**config.mk**
```make
export PLATFORM = sky130hd
export DESIGN_NAME = sub26_pipe
export DESIGN_NICKNAME = d
export VERILOG_FILES = /design/src/rtl/sub26_pipe.sv
export SDC_FILE = /design/constraint.sdc
export NUM_CORES = 1
export LEC_CHECK = 0
export CELL_PAD_IN_SITES_DETAIL_PLACEMENT = 0
export CELL_PAD_IN_SITES_GLOBAL_PLACEMENT = 1
export CORE_MARGIN = 2
export CORE_UTILIZATION = 40
export DETAILED_ROUTE_END_ITERATION = 8
export PLACE_DENSITY = 0.91
export SLEW_MARGIN = 20
export SYNTH_ARGS = -nofsm -noshare
export SYNTH_HDL_FRONTEND = slang
export SYNTH_SLANG_ARGS = --single-unit
```
**constraint.sdc**
```tcl
create_clock -name clk -period 5 [get_ports clk]
set_input_delay 1 -clock clk [delete_from_list [all_inputs] [get_ports clk]]
set_output_delay 1 -clock clk [all_outputs]
set_load 0.02 [all_outputs]
```
**src/rtl/sub26_pipe.sv**
```systemverilog
// Two-stage pipelined 26-bit subtractor: the low 13-bit half is computed in stage 1
// and the high half in stage 2, with valid/ready handshakes on both sides.
module sub26_pipe (
    input  logic        clk,
    input  logic        rst,
    input  logic [25:0] a,
    input  logic [25:0] b,
    input  logic        bin,
    input  logic        in_valid,
    output logic        in_ready,
    output logic [25:0] diff,
    output logic        bout,
    output logic        out_valid,
    input  logic        out_ready
);

    localparam int unsigned HW = 13;
    localparam int unsigned SW = HW + 1;

    logic          s1_valid;
    logic [HW-1:0] s1_lo;
    logic          s1_borrow;
    logic [HW-1:0] s1_a_hi;
    logic [HW-1:0] s1_b_hi;
    logic          s2_valid;

    logic          s2_load;
    logic          s1_adv;
    logic          accept;
    logic [SW-1:0] lo_sub;
    logic [SW-1:0] hi_sub;

    // Handshake control and the two half-width subtractions; bit HW of each is the borrow.
    always_comb begin
        s2_load  = !s2_valid || out_ready;
        s1_adv   = s1_valid && s2_load;
        in_ready = !s1_valid || s2_load;
        accept   = in_valid && in_ready;
        lo_sub   = {1'b0, a[HW-1:0]} - {1'b0, b[HW-1:0]} - SW'(bin);
        hi_sub   = {1'b0, s1_a_hi} - {1'b0, s1_b_hi} - SW'(s1_borrow);
    end

    assign out_valid = s2_valid;

    // Stage 1: low half plus the raw high operands.
    always_ff @(posedge clk) begin
        if (rst) begin
            s1_valid  <= 1'b0;
            s1_lo     <= '0;
            s1_borrow <= 1'b0;
            s1_a_hi   <= '0;
            s1_b_hi   <= '0;
        end else if (accept) begin
            s1_valid  <= 1'b1;
            s1_lo     <= lo_sub[HW-1:0];
            s1_borrow <= lo_sub[HW];
            s1_a_hi   <= a[25:HW];
            s1_b_hi   <= b[25:HW];
        end else if (s1_adv) begin
            s1_valid  <= 1'b0;
        end
    end

    // Stage 2: high half and final borrow; holds its contents while stalled.
    always_ff @(posedge clk) begin
        if (rst) begin
            s2_valid <= 1'b0;
            diff     <= '0;
            bout     <= 1'b0;
        end else if (s2_load) begin
            s2_valid <= s1_valid;
            if (s1_valid) begin
                diff <= {hi_sub[HW-1:0], s1_lo};
                bout <= hi_sub[HW];
            end
        end
    end

endmodule

```
After elaboration in Yosys (flattened, before gate mapping)
Index checks and enable logic that the tools add are counted.
{"block": "totals", "register_bits": 69, "input_bits": 57, "out_inout_bits": 29, "elab_cells": 22}
{"block": "op_classes", "add_sub_neg": 4, "muxes": 2, "reduce_logical": 8}
{"op": "13-bit by 13-bit subtractor with 14-bit output", "n": 2}
{"op": "14-bit by 1-bit subtractor with 14-bit output", "n": 2}
{"op": "1-bit logical AND", "n": 2}
{"op": "1-bit logical NOT", "n": 2}
{"op": "1-bit logical OR", "n": 2}
{"op": "1-bit 2-to-1 mux", "n": 2}
{"op": "2-bit AND reduction", "n": 1}
{"op": "2-bit nonzero test", "n": 1}

Logic depth before layout (Yosys ltp)
Gate-level depths: netlist of run 1.
{"block": "depth", "word_depth": 5, "depth_mapped": 10, "ltp_nobuf": 10}

Worst setup path before layout of run 1
Ideal clock, no wire load.
{"block": "synth_timing", "kind": "input -> register", "from": "input port a[7]", "to": "register s1_lo[12]", "setup_ns": 0.117, "t_arrival_ns": 2.691, "required_ns": 4.883, "path_slack_ns": 2.192, "cell_stages": 10, "path_buffers": 0, "cell_sequence": "inv_1 > ha_1 > inv_1 > ha_1 > a211oi_1 > o211ai_1 > a41oi_1 > a21oi_1 > xor2_1 > a22o_1"}
{"block": "synth_between", "elab_chain_cells": 2}
{"element": "start: declaration", "line": "6", "source": "input logic [25:0] a,"}
{"element": "13-bit by 13-bit subtractor with 14-bit output", "line": "39", "source": "lo_sub = {1'b0, a[HW-1:0]} - {1'b0, b[HW-1:0]} - SW'(bin);"}
{"element": "14-bit by 1-bit subtractor with 14-bit output", "line": "39"}
{"element": "end signal: assignment", "line": "55", "source": "s1_lo <= lo_sub[HW-1:0];"}
{"element": "end: declaration", "line": "21", "source": "logic [HW-1:0] s1_lo;"}
Every way passes these cells.
A chain may end at the register's enable or synchronous reset.

Worst setup path after layout of run 1
{"block": "layout_timing", "from": "input port out_ready", "to": "output port in_ready"}
{"block": "layout_between", "elab_chain_cells": 2}
{"element": "start: declaration", "line": "14", "source": "input logic out_ready"}
{"element": "1-bit logical OR", "line": "35", "source": "s2_load = !s2_valid || out_ready;"}
{"element": "1-bit logical OR", "line": "37", "source": "in_ready = !s1_valid || s2_load;"}
{"element": "end: declaration", "line": "10", "source": "output logic in_ready,"}
Every way passes these cells.

==> impl_metrics.xml, run 1 <==
<?xml version="1.0" encoding="UTF-8"?>
<metrics>
  <group name="sta">
    <metric name="post_layout_min_period" unit="ns">3.508</metric>
    <metric name="timing.final.ws_setup" unit="ns">1.492</metric>
    <metric name="finalHoldViolations" unit="">0</metric>
    <metric name="worst_clock_skew" unit="ns">0.009108</metric>
    <metric name="timing.setup.tns" unit="ns">0</metric>
    <metric name="timing.max_slew.rel_slack" unit="">0.4962</metric>
    <metric name="max_slew.worst_pin.slew" unit="ns">0.7556</metric>
    <metric name="timing.final.crit_share" unit="">0.7017</metric>
    <metric name="rsz0062_at_grt" unit="">no</metric>
    <metric name="slew_viol_final" unit="">0</metric>
    <metric name="maximum_achievable_frequency" unit="GHz">0.2850</metric>
    <metric name="timing.final.setup_violations" unit="">0</metric>
  </group>
  <group name="floorplanning">
    <metric name="ioPinCount" unit="">86</metric>
    <metric name="dieWidth" unit="um">105.6</metric>
    <metric name="start_util" unit="">0.4053</metric>
    <metric name="die_area" unit="um2">11150</metric>
    <metric name="coreArea" unit="um2">10180</metric>
    <metric name="die_h" unit="um">105.6</metric>
    <metric name="number_of_standard_cell_rows_in_the_floorplan" unit="">37</metric>
  </group>
  <group name="run_status">
    <metric name="status" unit="">complete, no violations</metric>
  </group>
  <group name="worst_setup_path">
    <metric name="critical-path-top-delay-family" unit="">buffers and inverters</metric>
    <metric name="cp_data_required_time" unit="ns">4.00</metric>
    <metric name="cp_data_arrival_time" unit="ns">2.51</metric>
    <metric name="critical_path.max_fanout" unit="">5</metric>
    <metric name="worst_setup_path_startpoint" unit="">out_ready</metric>
    <metric name="timing.critical_path.depth" unit="">4</metric>
    <metric name="cp_launch_type" unit="">input port</metric>
    <metric name="slowest_stage" unit="">sky130_fd_sc_hd__clkdlybuf4s50_1</metric>
    <metric name="worstReg2RegEnd" unit="">diff[25]</metric>
    <metric name="critPathMostFrequentCell" unit="">sky130_fd_sc_hd__clkdlybuf4s50_1</metric>
    <metric name="timing.critical_path.cells" unit="">clkdlybuf4s50_1 &gt; nor2b_1 &gt; nand2_1 &gt; clkdlybuf4s50_1</metric>
    <metric name="cp-end-kind" unit="">output pin</metric>
    <metric name="reg2reg_from" unit="">s1_borrow</metric>
    <metric name="cp.buffers_inverters" unit="">2</metric>
    <metric name="reg2reg_depth" unit="">10</metric>
    <metric name="timing.reg2reg.setup_slack" unit="ns">2.48</metric>
    <metric name="worstSetupPathType" unit="">input port to output pin</metric>
    <metric name="cp_slowest_stage_delay" unit="ns">0.57</metric>
    <metric name="crit_path_end" unit="">in_ready</metric>
  </group>
  <group name="route">
    <metric name="dr.first_iter.drc_count" unit="">104</metric>
    <metric name="wl_per_cell" unit="um">12.37</metric>
    <metric name="vias" unit="">3764</metric>
    <metric name="detail_route.first_pass.iterations" unit="">5</metric>
    <metric name="route.detailed.vias_per_inst" unit="">4.927</metric>
    <metric name="wirelength" unit="um">9452</metric>
    <metric name="route.antenna.remaining_nets" unit="">0</metric>
    <metric name="drc" unit="">0</metric>
  </group>
  <group name="synthesis">
    <metric name="cell_types_with_the_highest_counts_after_synthesis" unit="">sky130_fd_sc_hd__nand2_1, sky130_fd_sc_hd__inv_1, sky130_fd_sc_hd__a21oi_1</metric>
    <metric name="netlist.top_cell.by_area" unit="">sky130_fd_sc_hd__dfxtp_1</metric>
    <metric name="ys_top_cells_by_area" unit="">sky130_fd_sc_hd__dfxtp_1, sky130_fd_sc_hd__ha_1, sky130_fd_sc_hd__nand2_1</metric>
    <metric name="syn_inst" unit="">547</metric>
    <metric name="synthDistinctLibCells" unit="">45</metric>
    <metric name="synth_area" unit="um2">4128</metric>
    <metric name="ys_ff_latch" unit="">69</metric>
    <metric name="postSynthAreaPerCell" unit="um2">7.546</metric>
    <metric name="synth-warning-count" unit="">0</metric>
    <metric name="synth_seq_area_share" unit="">0.3346</metric>
    <metric name="synth_largest_type_area_fraction" unit="">0.3346</metric>
    <metric name="synth_nets" unit="">656</metric>
    <metric name="library_cell_with_the_highest_instance_count_after_synthesis" unit="">sky130_fd_sc_hd__nand2_1</metric>
    <metric name="synth_flop_cell" unit="">sky130_fd_sc_hd__dfxtp_1</metric>
    <metric name="synth-edff-count" unit="">0</metric>
    <metric name="synth-async-reset-ratio" unit="">0</metric>
  </group>
  <group name="pwr">
    <metric name="power_switching" unit="uW">495.2</metric>
    <metric name="leakage" unit="uW">0.002300</metric>
    <metric name="vdd_drop_max" unit="mV">0.1172</metric>
    <metric name="p_clk_frac" unit="">0.315</metric>
    <metric name="power.switching_fraction" unit="">0.3107</metric>
    <metric name="p_comb_frac" unit="">0.299</metric>
    <metric name="internal-power" unit="uW">1098</metric>
    <metric name="power.density" unit="nW/um2">300.4</metric>
    <metric name="sequentialPowerShare" unit="">0.386</metric>
  </group>
  <group name="clock_network">
    <metric name="worst_skew_pair.late_latency" unit="ns">0.34</metric>
    <metric name="post-cts-setup-buffers" unit="">0</metric>
    <metric name="maximum_buffer_depth_of_the_clock_tree" unit="">2</metric>
    <metric name="ctsHtreeMaxLevel" unit="">3</metric>
    <metric name="tritoncts" unit="">yes</metric>
    <metric name="number_of_buffers_inserted_for_hold_repair_after_clock_tree_synthesis" unit="">0</metric>
    <metric name="tritoncts_num_sinks" unit="">69</metric>
    <metric name="numCtsBuffers" unit="">9</metric>
    <metric name="post_cts_resized" unit="">0</metric>
    <metric name="root_buffer" unit="">sky130_fd_sc_hd__clkbuf_8</metric>
    <metric name="clkSlewWorstSetupHoldPaths" unit="ns">0.08</metric>
  </group>
  <group name="final_layout">
    <metric name="layout_cell_share_with_drive_strength_beyond_1" unit="">0.03981</metric>
    <metric name="num-nets-final" unit="">732</metric>
    <metric name="synthToLayoutAreaGrowth" unit="%">28.52</metric>
    <metric name="insertedDiodeCount" unit="">0</metric>
  </group>
  <group name="placed_design">
    <metric name="port_buffers" unit="">85</metric>
    <metric name="gp_routability_congestion" unit="">0.8574</metric>
    <metric name="place.detailed.hpwl" unit="um">7211</metric>
    <metric name="preCtsSetupSlack" unit="ns">1.569</metric>
  </group>
  <group name="grt">
    <metric name="grt_pass1_wl" unit="um">16180</metric>
    <metric name="vias_in_the_first_global_route" unit="">3707</metric>
    <metric name="globalRouteOverflowTotal" unit="">0</metric>
    <metric name="number_of_antenna_violations_at_the_first_check_in_global_routing" unit="">0</metric>
    <metric name="groute.usage.overall" unit="">0.1767</metric>
    <metric name="grt_start_max_net_pins" unit="">42</metric>
  </group>
  <group name="hold_path">
    <metric name="hold_class" unit="">register to register</metric>
  </group>
  <group name="job">
    <metric name="max_cap_violations" unit="">0</metric>
  </group>
</metrics>
==> cells by family (layout without fill, tap and decap cells) <==
kind of cell / after synthesis / count (layout) / synth area share
DFF: 69 / 69 / 0.3346
AOI/OAI and AO/OA: 128 / 128 / 0.1807
muxes: 1 / 1 / 0.002425
and+or+nand+nor: 183 / 183 / 0.1934
adders and majority gates: 52 / 52 / 0.1649
xor gates and xnor gates: 16 / 16 / 0.03395
buffers and inverters: 98 / 179 / 0.09003
==> placed cells by master, fill, tap and decap left out, types with 3 or more instances in the layout <==
cell type                         instances
sky130_fd_sc_hd__fa_1                     4
sky130_fd_sc_hd__a21oi_1                 72
sky130_fd_sc_hd__a21boi_0                 3
sky130_fd_sc_hd__ha_1                    48
sky130_fd_sc_hd__xnor2_1                 10
sky130_fd_sc_hd__o211ai_1                 5
sky130_fd_sc_hd__inv_1                   76
sky130_fd_sc_hd__nand3_1                  9
sky130_fd_sc_hd__nor2_1                  23
sky130_fd_sc_hd__a211oi_1                 9
sky130_fd_sc_hd__a31oi_1                  4
sky130_fd_sc_hd__xor2_1                   6
sky130_fd_sc_hd__clkdlybuf4s50_1         84
sky130_fd_sc_hd__dfxtp_1                 69
sky130_fd_sc_hd__nor3_1                   9
sky130_fd_sc_hd__o21ai_0                 16
sky130_fd_sc_hd__nand4_1                  3
sky130_fd_sc_hd__o21a_1                   3
sky130_fd_sc_hd__clkbuf_8                 9
sky130_fd_sc_hd__nor2b_1                  4
sky130_fd_sc_hd__and3_1                   5
sky130_fd_sc_hd__a21o_1                   6
sky130_fd_sc_hd__nand2_1                113
==> power groups by stage <==
stage               clock [uW]  combinational (uW)  sequential (uW)
floorplan                    0                 307              643
CTS                        513                 476              616
finish                     501                 476              616
detailed placement           0                 474              629
global placement             0                 461              627
global route               540                 536              621
==> flip-flops by register name (all words and copies together) (netlist names) <==
| name | cells |
|---|---|
| s1_a_hi | 13 |
| s1_borrow | 1 |
| s1_valid | 1 |
| bout | 1 |
| s1_lo | 13 |
| s1_b_hi | 13 |
| out_valid | 1 |
| diff | 26 |
==> tightest hold or removal path: cells and delay by family, from the launching register on <==
| kind | cells | cell delay, ns |
|---|---|---|
| AO/OA/AOI/OAI | 1 | 0.05 |
| AND/OR/NAND/NOR | 1 | 0.05 |
| flip-flops | 1 | 0.31 |
==> layer usage <==
metal	GRT usage	wire [um]	vias up
met1	0.2080	4161	1702
met4	0.05075	129	0
li1	-	-	1963
met2	0.3207	4709	85
met3	0.03896	451	14
met5	0	0	-
==> worst min path at each step <==
stage             start  endpoint  slack, ns  cells after the start
6_report       s1_lo[8]   diff[8]       0.45                      2
2_1_floorplan  s1_lo[8]   diff[8]       0.43                      2
4_1_cts        s1_lo[4]  s1_lo[4]       0.45                      2
3_3_place_gp   s1_lo[5]   diff[5]       0.44                      2
3_5_place_dp   s1_lo[4]   diff[4]       0.44                      2
5_1_grt        s1_lo[4]   diff[4]       0.47                      2
==> stage by stage <==
step,utilization,cell area [um2],power [uW],std cells,hold slack (ns)
6_report,0.5209,5305,1594,764,0.4499
5_1_grt,0.5209,5305,1697,764,0.4680
4_1_cts,0.5199,5295,1605,764,0.4540
3_5_place_dp,0.4983,5075,1102,748,0.4435
3_3_place_gp,0.4983,5075,1088,748,0.4372
2_1_floorplan,-,4128,950.2,547,0.4288
==> layout make-up <==
cell class	instances	area [um2]
fill	984	4880
multi-input combinational	380	2387
sequential	69	1381
timing repair buffer	87	860.8
inverter	76	285.3
tap	136	170.2
clock buffer	9	123.9
clock inverter	7	96.34
(Power assumes the default switching activity.)
==> run 2, diff against run 1 <==
--- a/config.mk
+++ b/config.mk
@@ -8,9 +8,9 @@
 export CELL_PAD_IN_SITES_DETAIL_PLACEMENT = 0
 export CELL_PAD_IN_SITES_GLOBAL_PLACEMENT = 1
 export CORE_MARGIN = 2
-export CORE_UTILIZATION = 40
+export CORE_UTILIZATION = 37
 export DETAILED_ROUTE_END_ITERATION = 8
-export PLACE_DENSITY = 0.91
+export PLACE_DENSITY = 0.85
 export SLEW_MARGIN = 20
 export SYNTH_ARGS = -nofsm -noshare
 export SYNTH_HDL_FRONTEND = slang
==> constraint.sdc (replaced) <==
create_clock -name clk -period 3.62 [get_ports clk]
set_input_delay 0.724 -clock clk [delete_from_list [all_inputs] [get_ports clk]]
set_output_delay 0.724 -clock clk [all_outputs]
set_load 0.02 [all_outputs]
==> impl_metrics.xml, run 2 (synthesized netlist as in run 1, its figures left out) <==
<?xml version="1.0" encoding="UTF-8"?>
<metrics>
  <group name="run_status">
    <metric name="status" unit="">complete, no violations</metric>
  </group>
  <group name="route">
    <metric name="drc" unit="">0</metric>
    <metric name="dr.first_iter.drc_count" unit="">150</metric>
    <metric name="route.antenna.remaining_nets" unit="">0</metric>
    <metric name="wl_per_cell" unit="um">12.20</metric>
    <metric name="detail_route.first_pass.iterations" unit="">4</metric>
    <metric name="route.detailed.vias_per_inst" unit="">4.894</metric>
    <metric name="vias" unit="">3773</metric>
    <metric name="wirelength" unit="um">9404</metric>
  </group>
  <group name="pwr">
    <metric name="vdd_drop_max" unit="mV">0.3134</metric>
    <metric name="p_clk_frac" unit="">0.304</metric>
    <metric name="power.density" unit="nW/um2">408.1</metric>
    <metric name="p_comb_frac" unit="">0.304</metric>
    <metric name="internal-power" unit="uW">1482</metric>
    <metric name="sequentialPowerShare" unit="">0.393</metric>
    <metric name="leakage" unit="uW">0.002299</metric>
    <metric name="power_switching" unit="uW">685.9</metric>
    <metric name="power.switching_fraction" unit="">0.3164</metric>
  </group>
  <group name="sta">
    <metric name="slew_viol_final" unit="">0</metric>
    <metric name="timing.final.crit_share" unit="">0.7874</metric>
    <metric name="finalHoldViolations" unit="">0</metric>
    <metric name="post_layout_min_period" unit="ns">2.850</metric>
    <metric name="worst_clock_skew" unit="ns">0.008033</metric>
    <metric name="timing.final.ws_setup" unit="ns">0.7697</metric>
    <metric name="timing.setup.tns" unit="ns">0</metric>
    <metric name="timing.max_slew.rel_slack" unit="">0.3824</metric>
    <metric name="timing.final.setup_violations" unit="">0</metric>
    <metric name="rsz0062_at_grt" unit="">no</metric>
    <metric name="max_slew.worst_pin.slew" unit="ns">0.9264</metric>
    <metric name="maximum_achievable_frequency" unit="GHz">0.3508</metric>
  </group>
  <group name="grt">
    <metric name="vias_in_the_first_global_route" unit="">3605</metric>
    <metric name="grt_start_max_net_pins" unit="">50</metric>
    <metric name="globalRouteOverflowTotal" unit="">0</metric>
    <metric name="groute.usage.overall" unit="">0.1659</metric>
    <metric name="number_of_antenna_violations_at_the_first_check_in_global_routing" unit="">0</metric>
    <metric name="grt_pass1_wl" unit="um">15660</metric>
  </group>
  <group name="worst_setup_path">
    <metric name="cp_launch_type" unit="">input port</metric>
    <metric name="worstSetupPathType" unit="">input port to output pin</metric>
    <metric name="cp_data_arrival_time" unit="ns">2.13</metric>
    <metric name="cp-end-kind" unit="">output pin</metric>
    <metric name="cp_data_required_time" unit="ns">2.90</metric>
    <metric name="critical_path.max_fanout" unit="">5</metric>
  </group>
  <group name="clock_network">
    <metric name="numCtsBuffers" unit="">9</metric>
    <metric name="worst_skew_pair.late_latency" unit="ns">0.36</metric>
    <metric name="post_cts_resized" unit="">0</metric>
    <metric name="number_of_buffers_inserted_for_hold_repair_after_clock_tree_synthesis" unit="">0</metric>
    <metric name="ctsHtreeMaxLevel" unit="">3</metric>
    <metric name="root_buffer" unit="">sky130_fd_sc_hd__clkbuf_8</metric>
    <metric name="clkSlewWorstSetupHoldPaths" unit="ns">0.07</metric>
    <metric name="maximum_buffer_depth_of_the_clock_tree" unit="">2</metric>
    <metric name="tritoncts_num_sinks" unit="">69</metric>
    <metric name="post-cts-setup-buffers" unit="">0</metric>
    <metric name="tritoncts" unit="">yes</metric>
  </group>
  <group name="placed_design">
    <metric name="port_buffers" unit="">85</metric>
    <metric name="place.detailed.hpwl" unit="um">7170</metric>
    <metric name="place_inst" unit="">755</metric>
    <metric name="preCtsSetupSlack" unit="ns">0.5163</metric>
    <metric name="gp_routability_congestion" unit="">0.8793</metric>
  </group>
  <group name="floorplanning">
    <metric name="die_area" unit="um2">12020</metric>
    <metric name="ioPinCount" unit="">86</metric>
    <metric name="die_h" unit="um">109.6</metric>
    <metric name="coreArea" unit="um2">10840</metric>
    <metric name="number_of_standard_cell_rows_in_the_floorplan" unit="">38</metric>
    <metric name="dieWidth" unit="um">109.6</metric>
    <metric name="start_util" unit="">0.3808</metric>
  </group>
  <group name="final_layout">
    <metric name="most_common_cell_after_layout_fill_and_taps_aside" unit="">sky130_fd_sc_hd__nand2_1</metric>
    <metric name="insertedDiodeCount" unit="">0</metric>
    <metric name="number_of_flip_flops_under_the_largest_register_name" unit="">26</metric>
    <metric name="largest-register" unit="">diff</metric>
    <metric name="final_cell_count_no_fill" unit="">771</metric>
    <metric name="layout.core_utilization" unit="">0.4901</metric>
    <metric name="layout_cell_share_with_drive_strength_beyond_1" unit="">0.04120</metric>
    <metric name="synthToLayoutAreaGrowth" unit="%">28.71</metric>
    <metric name="num-nets-final" unit="">735</metric>
    <metric name="final_cell_mix" unit="">sky130_fd_sc_hd__nand2_1, sky130_fd_sc_hd__clkdlybuf4s50_1, sky130_fd_sc_hd__inv_1</metric>
  </group>
  <group name="hold_path">
    <metric name="hold_class" unit="">register to register</metric>
  </group>
  <group name="job">
    <metric name="max_cap_violations" unit="">0</metric>
  </group>
</metrics>
-- run 2: cell types whose count changed in the layout (fill, tap and decap cells not counted) --
| cell | previous run | this run |
|---|---|---|
| sky130_fd_sc_hd__nand2b_1 | 0 | 1 |
| sky130_fd_sc_hd__nand2_2 | 1 | 0 |
| sky130_fd_sc_hd__buf_4 | 2 | 5 |
| sky130_fd_sc_hd__clkbuf_8 | 9 | 11 |
| sky130_fd_sc_hd__inv_6 | 2 | 0 |
| sky130_fd_sc_hd__nor2b_2 | 0 | 1 |
| sky130_fd_sc_hd__clkinv_2 | 2 | 1 |
| sky130_fd_sc_hd__nor2b_4 | 1 | 0 |
| sky130_fd_sc_hd__nand2b_2 | 1 | 0 |
| sky130_fd_sc_hd__clkinvlp_4 | 0 | 2 |
| sky130_fd_sc_hd__nand2_1 | 113 | 114 |
| sky130_fd_sc_hd__bufinv_16 | 2 | 1 |
-- run 2: path summary, 6_finish.rpt --
| kind | from | end | slack [ns] | cells past startpoint |
|---|---|---|---|---|
| worst max register to register | s1_borrow | diff[25] | 1.05 | 10 |
| worst max-delay path | out_ready | in_ready | 0.77 | 4 |
| worst min-delay path | s1_lo[2] | diff[2] | 0.45 | 2 |
| worst min register to register | s1_lo[2] | diff[2] | 0.45 | 2 |
-- run 2: worst max-delay path, stage by stage --
cell and delay, ns:
sky130_fd_sc_hd__clkdlybuf4s50_1 0.40, sky130_fd_sc_hd__nor2b_1 0.29, sky130_fd_sc_hd__nand2_1 0.15, sky130_fd_sc_hd__clkdlybuf4s50_1 0.56
-- run 2: cell type report --
cell class | instances | area [um2]
clock buffer | 11 | 151.4
clock inverter | 5 | 58.81
fill | 1083 | 5528
inverter | 76 | 285.3
multi-input combinational | 380 | 2377
sequential | 69 | 1381
tap | 140 | 175.2
timing repair buffer | 90 | 883.3
-- run 2: power by group through the flow --
stage	sequential [uW]	combinational, uW	clock [uW]
after CTS	851	661	671
final	851	658	659
after floorplan	888	424	0
after global routing	859	741	702
after detailed placement	869	658	0
after global placement	866	644	0
-- run 2: per-stage QoR --
stage	hold WS [ns]	instance area [um2]	total power, uW
after CTS	0.4551	5313	2183
after detailed placement	0.4443	5102	1527
after floorplan	0.4288	4128	1312
after global placement	0.4360	5102	1511
final	0.4549	5313	2168
after global routing	0.4703	5313	2301
-- run 2: per-layer routing --
layer,up-vias,part of all wire,GRT usage
met2,61,0.48,0.2972
met1,1743,0.47,0.1927
met3,9,0.045,0.03557
li1,1960,-,-
met5,-,0,0
met4,0,0.013,0.06239
